===== src/rtl/ddr_tx_sequencer.sv =====
// HDR-DDR transmit frame sequencer.
// Walks the serializer through one frame: command word (preamble, R/W,
// command byte, address, parity), payload words (two bytes each), then
// the CRC token and CRC value. Every serializer output is registered.
//
// Serializer handshake: o_tx_mode/o_special_data are the offered mode.
// They stay stable while o_tx_en is high until i_tx_mode_done is sampled
// high. That sample completes the mode, and the next mode appears on the
// following edge. A done pulse is ignored while idle, and it is also
// ignored in the same cycle as an abort or a watchdog timeout.
module ddr_tx_sequencer #(
  parameter int TIMEOUT_CYC = 255
) (
  input  logic       i_sys_clk,
  input  logic       i_sys_rst,
  input  logic       i_start,
  input  logic       i_rnw,
  input  logic [7:0] i_cmd_code,
  input  logic [6:0] i_target_addr,
  input  logic [7:0] i_byte_count,
  input  logic       i_abort,
  input  logic       i_tx_mode_done,
  output logic       o_tx_en,
  output logic [3:0] o_tx_mode,
  output logic [7:0] o_special_data,
  output logic       o_regf_rd_en,
  output logic       o_busy,
  output logic       o_done,
  output logic       o_rx_handoff,
  output logic       o_error
);

  localparam int WD_W = $clog2(TIMEOUT_CYC + 1);

  localparam logic [3:0] MODE_IDLE        = 4'b0000;
  localparam logic [3:0] MODE_SPECIAL_PRE = 4'b0001;
  localparam logic [3:0] MODE_ONE_PRE     = 4'b0010;
  localparam logic [3:0] MODE_ZERO_PRE    = 4'b0011;
  localparam logic [3:0] MODE_BYTE        = 4'b0100;
  localparam logic [3:0] MODE_PARITY      = 4'b0101;
  localparam logic [3:0] MODE_CRC_VAL     = 4'b0110;
  localparam logic [3:0] MODE_CRC_TOKEN   = 4'b0111;
  localparam logic [3:0] MODE_ADDR        = 4'b1010;
  localparam logic [3:0] MODE_ZEROS       = 4'b1100;
  localparam logic [3:0] MODE_CCC_VAL     = 4'b1101;

  typedef enum logic [3:0] {
    S_IDLE,
    S_CMD_PRE,
    S_CMD_RW,
    S_CMD_CODE,
    S_CMD_ADDR,
    S_CMD_PAR,
    S_D_PRE1,
    S_D_PRE0,
    S_D_HI,
    S_D_LO,
    S_D_PAR,
    S_CRC_TOK,
    S_CRC_V
  } state_t;

  state_t          state_q, state_d;
  logic            rnw_q;
  logic [7:0]      cmd_q;
  logic [6:0]      addr_q;
  logic [7:0]      rem_q, rem_d;
  logic [WD_W-1:0] wd_q;
  logic            timeout;
  logic            rd_d, done_d, rx_d, err_d;
  logic [3:0]      mode_d;
  logic [7:0]      special_d;

  // Next-state, byte accounting and completion pulses; abort beats timeout beats mode-done.
  always_comb begin
    state_d = state_q;
    rem_d   = rem_q;
    rd_d    = 1'b0;
    done_d  = 1'b0;
    rx_d    = 1'b0;
    err_d   = 1'b0;
    timeout = (state_q != S_IDLE) && (wd_q == WD_W'(TIMEOUT_CYC - 1));
    if (state_q == S_IDLE) begin
      if (i_start) begin
        state_d = S_CMD_PRE;
        rem_d   = i_byte_count;
      end
    end else if (i_abort) begin
      state_d = S_IDLE;
    end else if (timeout) begin
      state_d = S_IDLE;
      err_d   = 1'b1;
    end else if (i_tx_mode_done) begin
      case (state_q)
        S_CMD_PRE:  state_d = S_CMD_RW;
        S_CMD_RW:   state_d = S_CMD_CODE;
        S_CMD_CODE: state_d = S_CMD_ADDR;
        S_CMD_ADDR: state_d = S_CMD_PAR;
        S_CMD_PAR: begin
          if (rnw_q) begin
            state_d = S_IDLE;
            rx_d    = 1'b1;
          end else if (rem_q == 8'd0) begin
            state_d = S_CRC_TOK;
          end else begin
            state_d = S_D_PRE1;
          end
        end
        S_D_PRE1:   state_d = S_D_PRE0;
        S_D_PRE0:   state_d = S_D_HI;
        S_D_HI: begin
          state_d = S_D_LO;
          rd_d    = 1'b1;
          rem_d   = (rem_q != 8'd0) ? rem_q - 8'd1 : 8'd0;
        end
        S_D_LO: begin
          state_d = S_D_PAR;
          // A zero-padded low byte does not consume buffer data.
          if (o_tx_mode == MODE_BYTE) begin
            rd_d  = 1'b1;
            rem_d = (rem_q != 8'd0) ? rem_q - 8'd1 : 8'd0;
          end
        end
        S_D_PAR:    state_d = (rem_q != 8'd0) ? S_D_PRE1 : S_CRC_TOK;
        S_CRC_TOK:  state_d = S_CRC_V;
        S_CRC_V: begin
          state_d = S_IDLE;
          done_d  = 1'b1;
        end
        default:    state_d = S_IDLE;
      endcase
    end
  end

  // Mode and special byte offered in the state being entered.
  always_comb begin
    mode_d    = MODE_IDLE;
    special_d = 8'h00;
    case (state_d)
      S_CMD_PRE:  mode_d = MODE_SPECIAL_PRE;
      S_CMD_RW:   mode_d = rnw_q ? MODE_ONE_PRE : MODE_ZERO_PRE;
      S_CMD_CODE: begin
        mode_d    = MODE_CCC_VAL;
        special_d = cmd_q;
      end
      S_CMD_ADDR: begin
        mode_d    = MODE_ADDR;
        special_d = {1'b0, addr_q};
      end
      S_CMD_PAR:  mode_d = MODE_PARITY;
      S_D_PRE1:   mode_d = MODE_ONE_PRE;
      S_D_PRE0:   mode_d = MODE_ZERO_PRE;
      S_D_HI:     mode_d = MODE_BYTE;
      S_D_LO:     mode_d = (rem_d != 8'd0) ? MODE_BYTE : MODE_ZEROS;
      S_D_PAR:    mode_d = MODE_PARITY;
      S_CRC_TOK:  mode_d = MODE_CRC_TOKEN;
      S_CRC_V:    mode_d = MODE_CRC_VAL;
      default:    mode_d = MODE_IDLE;
    endcase
  end

  // State, request latch, remaining count and watchdog registers.
  always_ff @(posedge i_sys_clk or negedge i_sys_rst) begin
    if (!i_sys_rst) begin
      state_q <= S_IDLE;
      rnw_q   <= 1'b0;
      cmd_q   <= 8'h00;
      addr_q  <= 7'h00;
      rem_q   <= 8'h00;
      wd_q    <= '0;
    end else begin
      state_q <= state_d;
      rem_q   <= rem_d;
      if (state_q == S_IDLE && i_start) begin
        rnw_q  <= i_rnw;
        cmd_q  <= i_cmd_code;
        addr_q <= i_target_addr;
      end
      if (state_q == S_IDLE || state_d != state_q) begin
        wd_q <= '0;
      end else begin
        wd_q <= wd_q + WD_W'(1);
      end
    end
  end

  // Registered serializer controls and status pulses.
  always_ff @(posedge i_sys_clk or negedge i_sys_rst) begin
    if (!i_sys_rst) begin
      o_tx_en        <= 1'b0;
      o_tx_mode      <= MODE_IDLE;
      o_special_data <= 8'h00;
      o_regf_rd_en   <= 1'b0;
      o_busy         <= 1'b0;
      o_done         <= 1'b0;
      o_rx_handoff   <= 1'b0;
      o_error        <= 1'b0;
    end else begin
      o_tx_en        <= (state_d != S_IDLE);
      o_tx_mode      <= mode_d;
      o_special_data <= special_d;
      o_regf_rd_en   <= rd_d;
      o_busy         <= (state_d != S_IDLE);
      o_done         <= done_d;
      o_rx_handoff   <= rx_d;
      o_error        <= err_d;
    end
  end

endmodule


===== config.mk =====
export PLATFORM = sky130hd
export DESIGN_NAME = ddr_tx_sequencer
export DESIGN_NICKNAME = d
export VERILOG_FILES = /design/src/rtl/ddr_tx_sequencer.sv
export SDC_FILE = /design/constraint.sdc
export NUM_CORES = 1
export LEC_CHECK = 0
export CORE_MARGIN = 3
export CORE_UTILIZATION = 51
export DETAILED_ROUTE_END_ITERATION = 8
export HOLD_SLACK_MARGIN = 0.1
export PLACE_DENSITY = 0.77
export REMOVE_ABC_BUFFERS = 1
export SLEW_MARGIN = 30
export SYNTH_ARGS = -nofsm -noshare
export SYNTH_HDL_FRONTEND = slang
export SYNTH_SLANG_ARGS = --single-unit

===== constraint.sdc =====
create_clock -name i_sys_clk -period 5.1 [get_ports i_sys_clk]
set_input_delay 1.53 -clock i_sys_clk [delete_from_list [all_inputs] [get_ports i_sys_clk]]
set_output_delay 1.53 -clock i_sys_clk [all_outputs]
set_load 0.02 [all_outputs]

* Word level (Yosys, flattened, before mapping)
Cells that the tools add are included.
** Storage, ports and cells
- Logic and storage cells :: 94
- Register bits after elaboration :: 53
- Input port bits :: 29
- Output and inout port bits :: 18
** Cells by class
- Multiplexer cells :: 42
- Reduce and logical (&&, ||, !) cells :: 10
- Eq/ne operators :: 27
- $add $sub $neg :: 2
** Operators by type and width (count)
- $pmux W4 S11 :: 2
- $mux W8 :: 8
- $eq A4 B4 Y1 const B :: 10
- $eq A4 B3 Y1 const B :: 9
- $mux W4 :: 9
- $pmux W8 S2 :: 2
- $mux W1 :: 20
- $eq A4 B2 Y1 const B :: 4
- $reduce_bool A8 Y1 :: 2
- $add A8 B1 Y8 const B :: 1
- $eq A4 B1 Y1 const B :: 2
- $eq A8 B8 Y1 const B :: 1
- $logic_not A8 Y1 :: 1
- $reduce_bool A4 Y1 :: 2
- $sub A8 B1 Y8 const B :: 1
- $logic_not A4 Y1 :: 1
- $ne A4 B4 Y1 :: 1
- $logic_and A1 B1 Y1 :: 2
- $pmux W1 S2 :: 1
- $reduce_or A2 Y1 :: 1
- $logic_or A1 B1 Y1 :: 1

* Logic depth before layout (Yosys ltp)
- Depth in word-level cells :: 11
- Depth in mapped cells :: 11

* Worst setup path after synthesis
Ideal clock, no wire load.
- Path type :: input-to-reg
- From :: input i_tx_mode_done
- To :: register o_special_data[0]
- Path slack :: 1.916 ns
- Stages :: 8
- Buffers on the path :: 1
- Data arrival time :: 3.118 ns
- Data required time :: 5.034 ns
- Cells stage by stage :: clkbuf_1 -> nand2_1 -> a211oi_1 -> o31ai_1 -> o2111ai_2 -> inv_2 -> nor4_4 -> a22o_1
** On the way
- Cells in the longest elaborated chain, start to end :: 6
- Elaborated cells between the ends (all ways) :: 7
** Ends and longest elaborated chain
- from (decl) :: RTL line 22 : input logic i_tx_mode_done,
- $mux W4 * :: RTL line 93 : end else if (i_tx_mode_done) begin
- $mux W4 * :: RTL line 90 : end else if (timeout) begin
- $mux W4 * :: RTL line 88 : end else if (i_abort) begin
- $mux W4 * :: RTL line 83 : if (state_q == S_IDLE) begin
- named net state_d[3] :: RTL line 63 : state_t state_q, state_d;
- $eq A4 B3 Y1 or $eq A4 B2 Y1 (tied branches) :: RTL line 139 : case (state_d)
- $pmux W8 S2 * :: RTL line 139
- named net special_d[0] :: RTL line 72 : logic [7:0] special_d;
- to (signal assigned) :: RTL line 201 : o_special_data <= special_d;
- to (decl) :: RTL line 25 : output logic [7:0] o_special_data,
Mark *: on every way through the listed nets, which the timed path passes. The rest lies on a longest branch.
A chain may end at the register's enable or synchronous reset.

* Worst setup path after layout
- From :: input i_tx_mode_done
- To :: register o_tx_mode[3]
** On the way
- Cells in the longest elaborated chain, start to end :: 7
- Elaborated cells between the ends (all ways) :: 24
** Ends and longest elaborated chain
- $mux W4 * :: RTL line 93
- $mux W4 * :: RTL line 90
- $mux W4 * :: RTL line 88
- $mux W4 * :: RTL line 83
- named net state_d[3] :: RTL line 63
- $eq A4 B4 Y1 or $eq A4 B3 Y1 (tied branches) :: RTL line 139
- $reduce_or A2 Y1 (no source line)
- $pmux W4 S11 * :: RTL line 139
- named net mode_d[3] :: RTL line 71 : logic [3:0] mode_d;
- to (signal assigned) :: RTL line 200 : o_tx_mode <= mode_d;
- to (decl) :: RTL line 24 : output logic [3:0] o_tx_mode,
Marked as above.

==> results.py <==
metrics = {
    "finish": {
        "nNetsFinal": 360,
        "drive_gt1_frac": 0.0732,
        "final_util": 0.665,
        "multiInputGateArea_um2": 1270,
        "fillers": 422,
        "syn_to_final_growth_pct": 20.5,
        "diodes": 0,
        "seq_area_um2": 1330,
    },
    "die": {
        "row_count": 25,
        "initial_core_util": 0.552,
        "die-area_um2": 6260,
        "die_w_um": 79.1,
        "die_h_um": 79.1,
        "ios": 47,
        "coreArea_um2": 4940,
    },
    "critical_path": {
        "worstSetupStartpoint": "i_tx_mode_done",
        "end_kind": "flip-flop",
        "path_cells": "clkdlybuf4s50_1 > nand2_1 > a211oi_1 > o31ai_1 > o2111ai_2 > inv_2 > nor4_4 > nor2_1 > o21ai_1",
        "crit-reg2reg-launch": "state_q[0]",
        "worstPathRequired_ns": 5.33,
        "cp_max_fo": 10,
        "rrSetupSlack_ns": 2.15,
        "path_class": "input pin to flip-flop",
        "cp.arrival_ns": 3.89,
        "cp_slowest_cell": "clkdlybuf4s50_1",
        "crit_path_start_kind": "input pin",
        "critPathMaxStageDelay_ns": 0.69,
    },
    "placed_design": {
        "place.gp.congestion": 0.933,
        "portBuffers": 46,
        "dpl.hpwl_um": 4430,
    },
    "global_route": {
        "grt_usage": 0.218,
        "grt_pass1_wl_um": 10700,
        "antenna_found_initial": 0,
        "grt-ovfl-total": 0,
        "grt_pass1_vias": 2149,
        "grt_start_max_net_pins": 54,
    },
    "detailed_routing": {
        "drtAntennaViolNets": 0,
        "drtIter0Drc": 188,
        "viasPerCell": 5.76,
        "drcViolationCount": 0,
        "vias": 2275,
        "wl_per_cell_um": 15.8,
        "wl_um": 6250,
        "drt_first_pass_iters": 5,
    },
    "synth": {
        "yosysSeqAreaShare": 0.486,
        "synth.ff_latch_count": 53,
        "syn_area_um2": 2730,
        "yosysWarnings": 0,
        "async_reset_ff_frac": 1.00,
        "ys_types": 59,
        "synth.area.top_cells": "dfrtp_1 (49%), nand2_1 (9.6%), a22o_1 (2.6%)",
        "synth.top_cell.area_share": 0.486,
        "synth_edf_count": 0,
        "yosysTopAreaCell": "dfrtp_1",
        "syn_inst": 288,
        "synth.avg_cell_area_um2": 9.47,
        "synthFlopType": "dfrtp_1",
    },
    "run_status": {
        "status": "complete, no violations",
    },
    "min_path": {
        "hold_start": "addr_q[1]",
        "hp-class": "flip-flop to flip-flop",
    },
    "cts": {
        "hold_buffers": 0,
        "clkTransAtPathRegs_ns": 0.10,
        "h-tree-depth": 2,
        "cts_setup_buffers": 0,
        "insertion_delay_ns": 0.31,
        "cts.sinks": 53,
        "tritoncts.num_buffers": 5,
        "clk_path_buf_depth": 2,
        "root_buffer": "clkbuf_8",
        "cts_tree": "built",
        "cts_resized": 0,
    },
    "sta": {
        "fin_crit_ns": 3.66,
        "timing.final.max_slew_violations": 0,
        "tns_ns": 0,
        "setup_viol": 0,
        "skew_ns": 0.00272,
        "period_share": 0.717,
        "tightest_slew_ns": 0.700,
        "hold_violations": 0,
        "maxSlewHeadroom": 0.532,
        "rsz0062_at_grt": "no",
        "fmax_mhz": 273,
    },
    "power": {
        "peakVddDrop_mv": 0.206,
        "leakagePower_nw": 1.46,
        "p_per_area_nw_per_um2": 431,
    },
    "flow_run": {
        "drv_cap": 0,
    },
}
==> power by group <==
part	internal (mW)	total [mW]	switching [mW]
sequential	0.542	0.666	0.124
combinational	0.210	0.507	0.297
clock	0.0993	0.245	0.145
total	0.852	1.42	0.566
==> cell type report <==
type	count	area share
Clock inverter	3	0.00761
Timing Repair Buffer	47	0.141
Multi-Input combinational cell	207	0.387
Inverter	13	0.0148
Tap cell	67	0.0255
Sequential cell	53	0.404
Clock buffer	5	0.0209
==> Yosys cell counts (all sizes together), types with 3 or more instances <==
cell type / instances
o211ai: 4
clkbuf: 4
xnor2: 4
nand2: 71
a22o: 8
inv: 13
ha: 4
and2: 4
a21o: 4
nand3: 11
xor2: 6
a211oi: 3
nor3: 10
o21ai: 6
nor2: 17
buf: 11
a21oi: 8
dfrtp: 53
nand4: 3
nor4: 9
==> worst max-delay path: cells and delay by family <==
family | cells | cell delay (ns)
AND/OR/NAND/NOR | 3 | 0.82
AO/OA/AOI/OAI | 4 | 0.75
buffers and inverters | 2 | 0.79
==> flip-flops by register name, summed over array words and instances (netlist names) <==
signal / cells
cmd_q: 8
o_special_data: 8
rem_q: 8
wd_q: 8
addr_q: 7
o_tx_mode: 4
state_q: 4
o_busy: 1
o_done: 1
o_error: 1
o_regf_rd_en: 1
o_rx_handoff: 1
rnw_q: 1
==> placed cells by master, fill, tap and decap left out, drive strengths merged, types with 3 or more instances in the layout <==
master and n:
nor2 17, o21ai 6, a21o 4, o211ai 4
nand2 71, nand4 3, clkdlybuf4s50 45, a211oi 3
clkbuf 5, nor4 9, a22o 8, and2 4
nor3 10, ha 4, dfrtp 53, nand3 11
a21oi 8, xor2 6, inv 14, xnor2 4
==> kinds of logic after synthesis <==
logic type | after synthesis | share of synthesized area
flip-flops | 53 | 0.486
AND/OR/NAND/NOR | 140 | 0.258
buffers and inverters | 28 | 0.0482
XOR/XNOR | 10 | 0.0321
multiplexers | 3 | 0.0115
adder cells (fa/ha/maj) | 4 | 0.0183
AO/OA/AOI/OAI | 50 | 0.146
==> per-layer routing <==
metal	global-route usage	share of wire	vias to the layer above
li1	-	-	1086
met4	0.0670	0.017	0
met5	0	0	-
met3	0.0522	0.073	11
met1	0.292	0.43	1074
met2	0.350	0.48	104
==> final timing paths <==
kind                                endpoint  cells after the start
worst max-delay path            o_tx_mode[3]                      9
worst min-delay path               addr_q[1]                      2
worst max register to register  o_tx_mode[3]                      7
worst min register to register     addr_q[1]                      2
max in group asynchronous           rem_q[1]                      2
min in group asynchronous             o_done                      2
==> stage by stage <==
step / power, mW / std cells / instance area, um^2 / setup WS [ns] / hold WS [ns]
after floorplan: 0.981 / 273 / 2650 / 2.00 / 0.437
after global placement: 1.16 / 387 / 3190 / 1.17 / 0.458
after detailed placement: 1.17 / 387 / 3190 / 1.08 / 0.463
after CTS: 1.42 / 395 / 3290 / 1.38 / 0.489
after global routing: 1.52 / 395 / 3290 / 1.15 / 0.512
final: 1.42 / 395 / 3290 / 1.44 / 0.483
No activity file was read; power rests on OpenSTA's default activity.
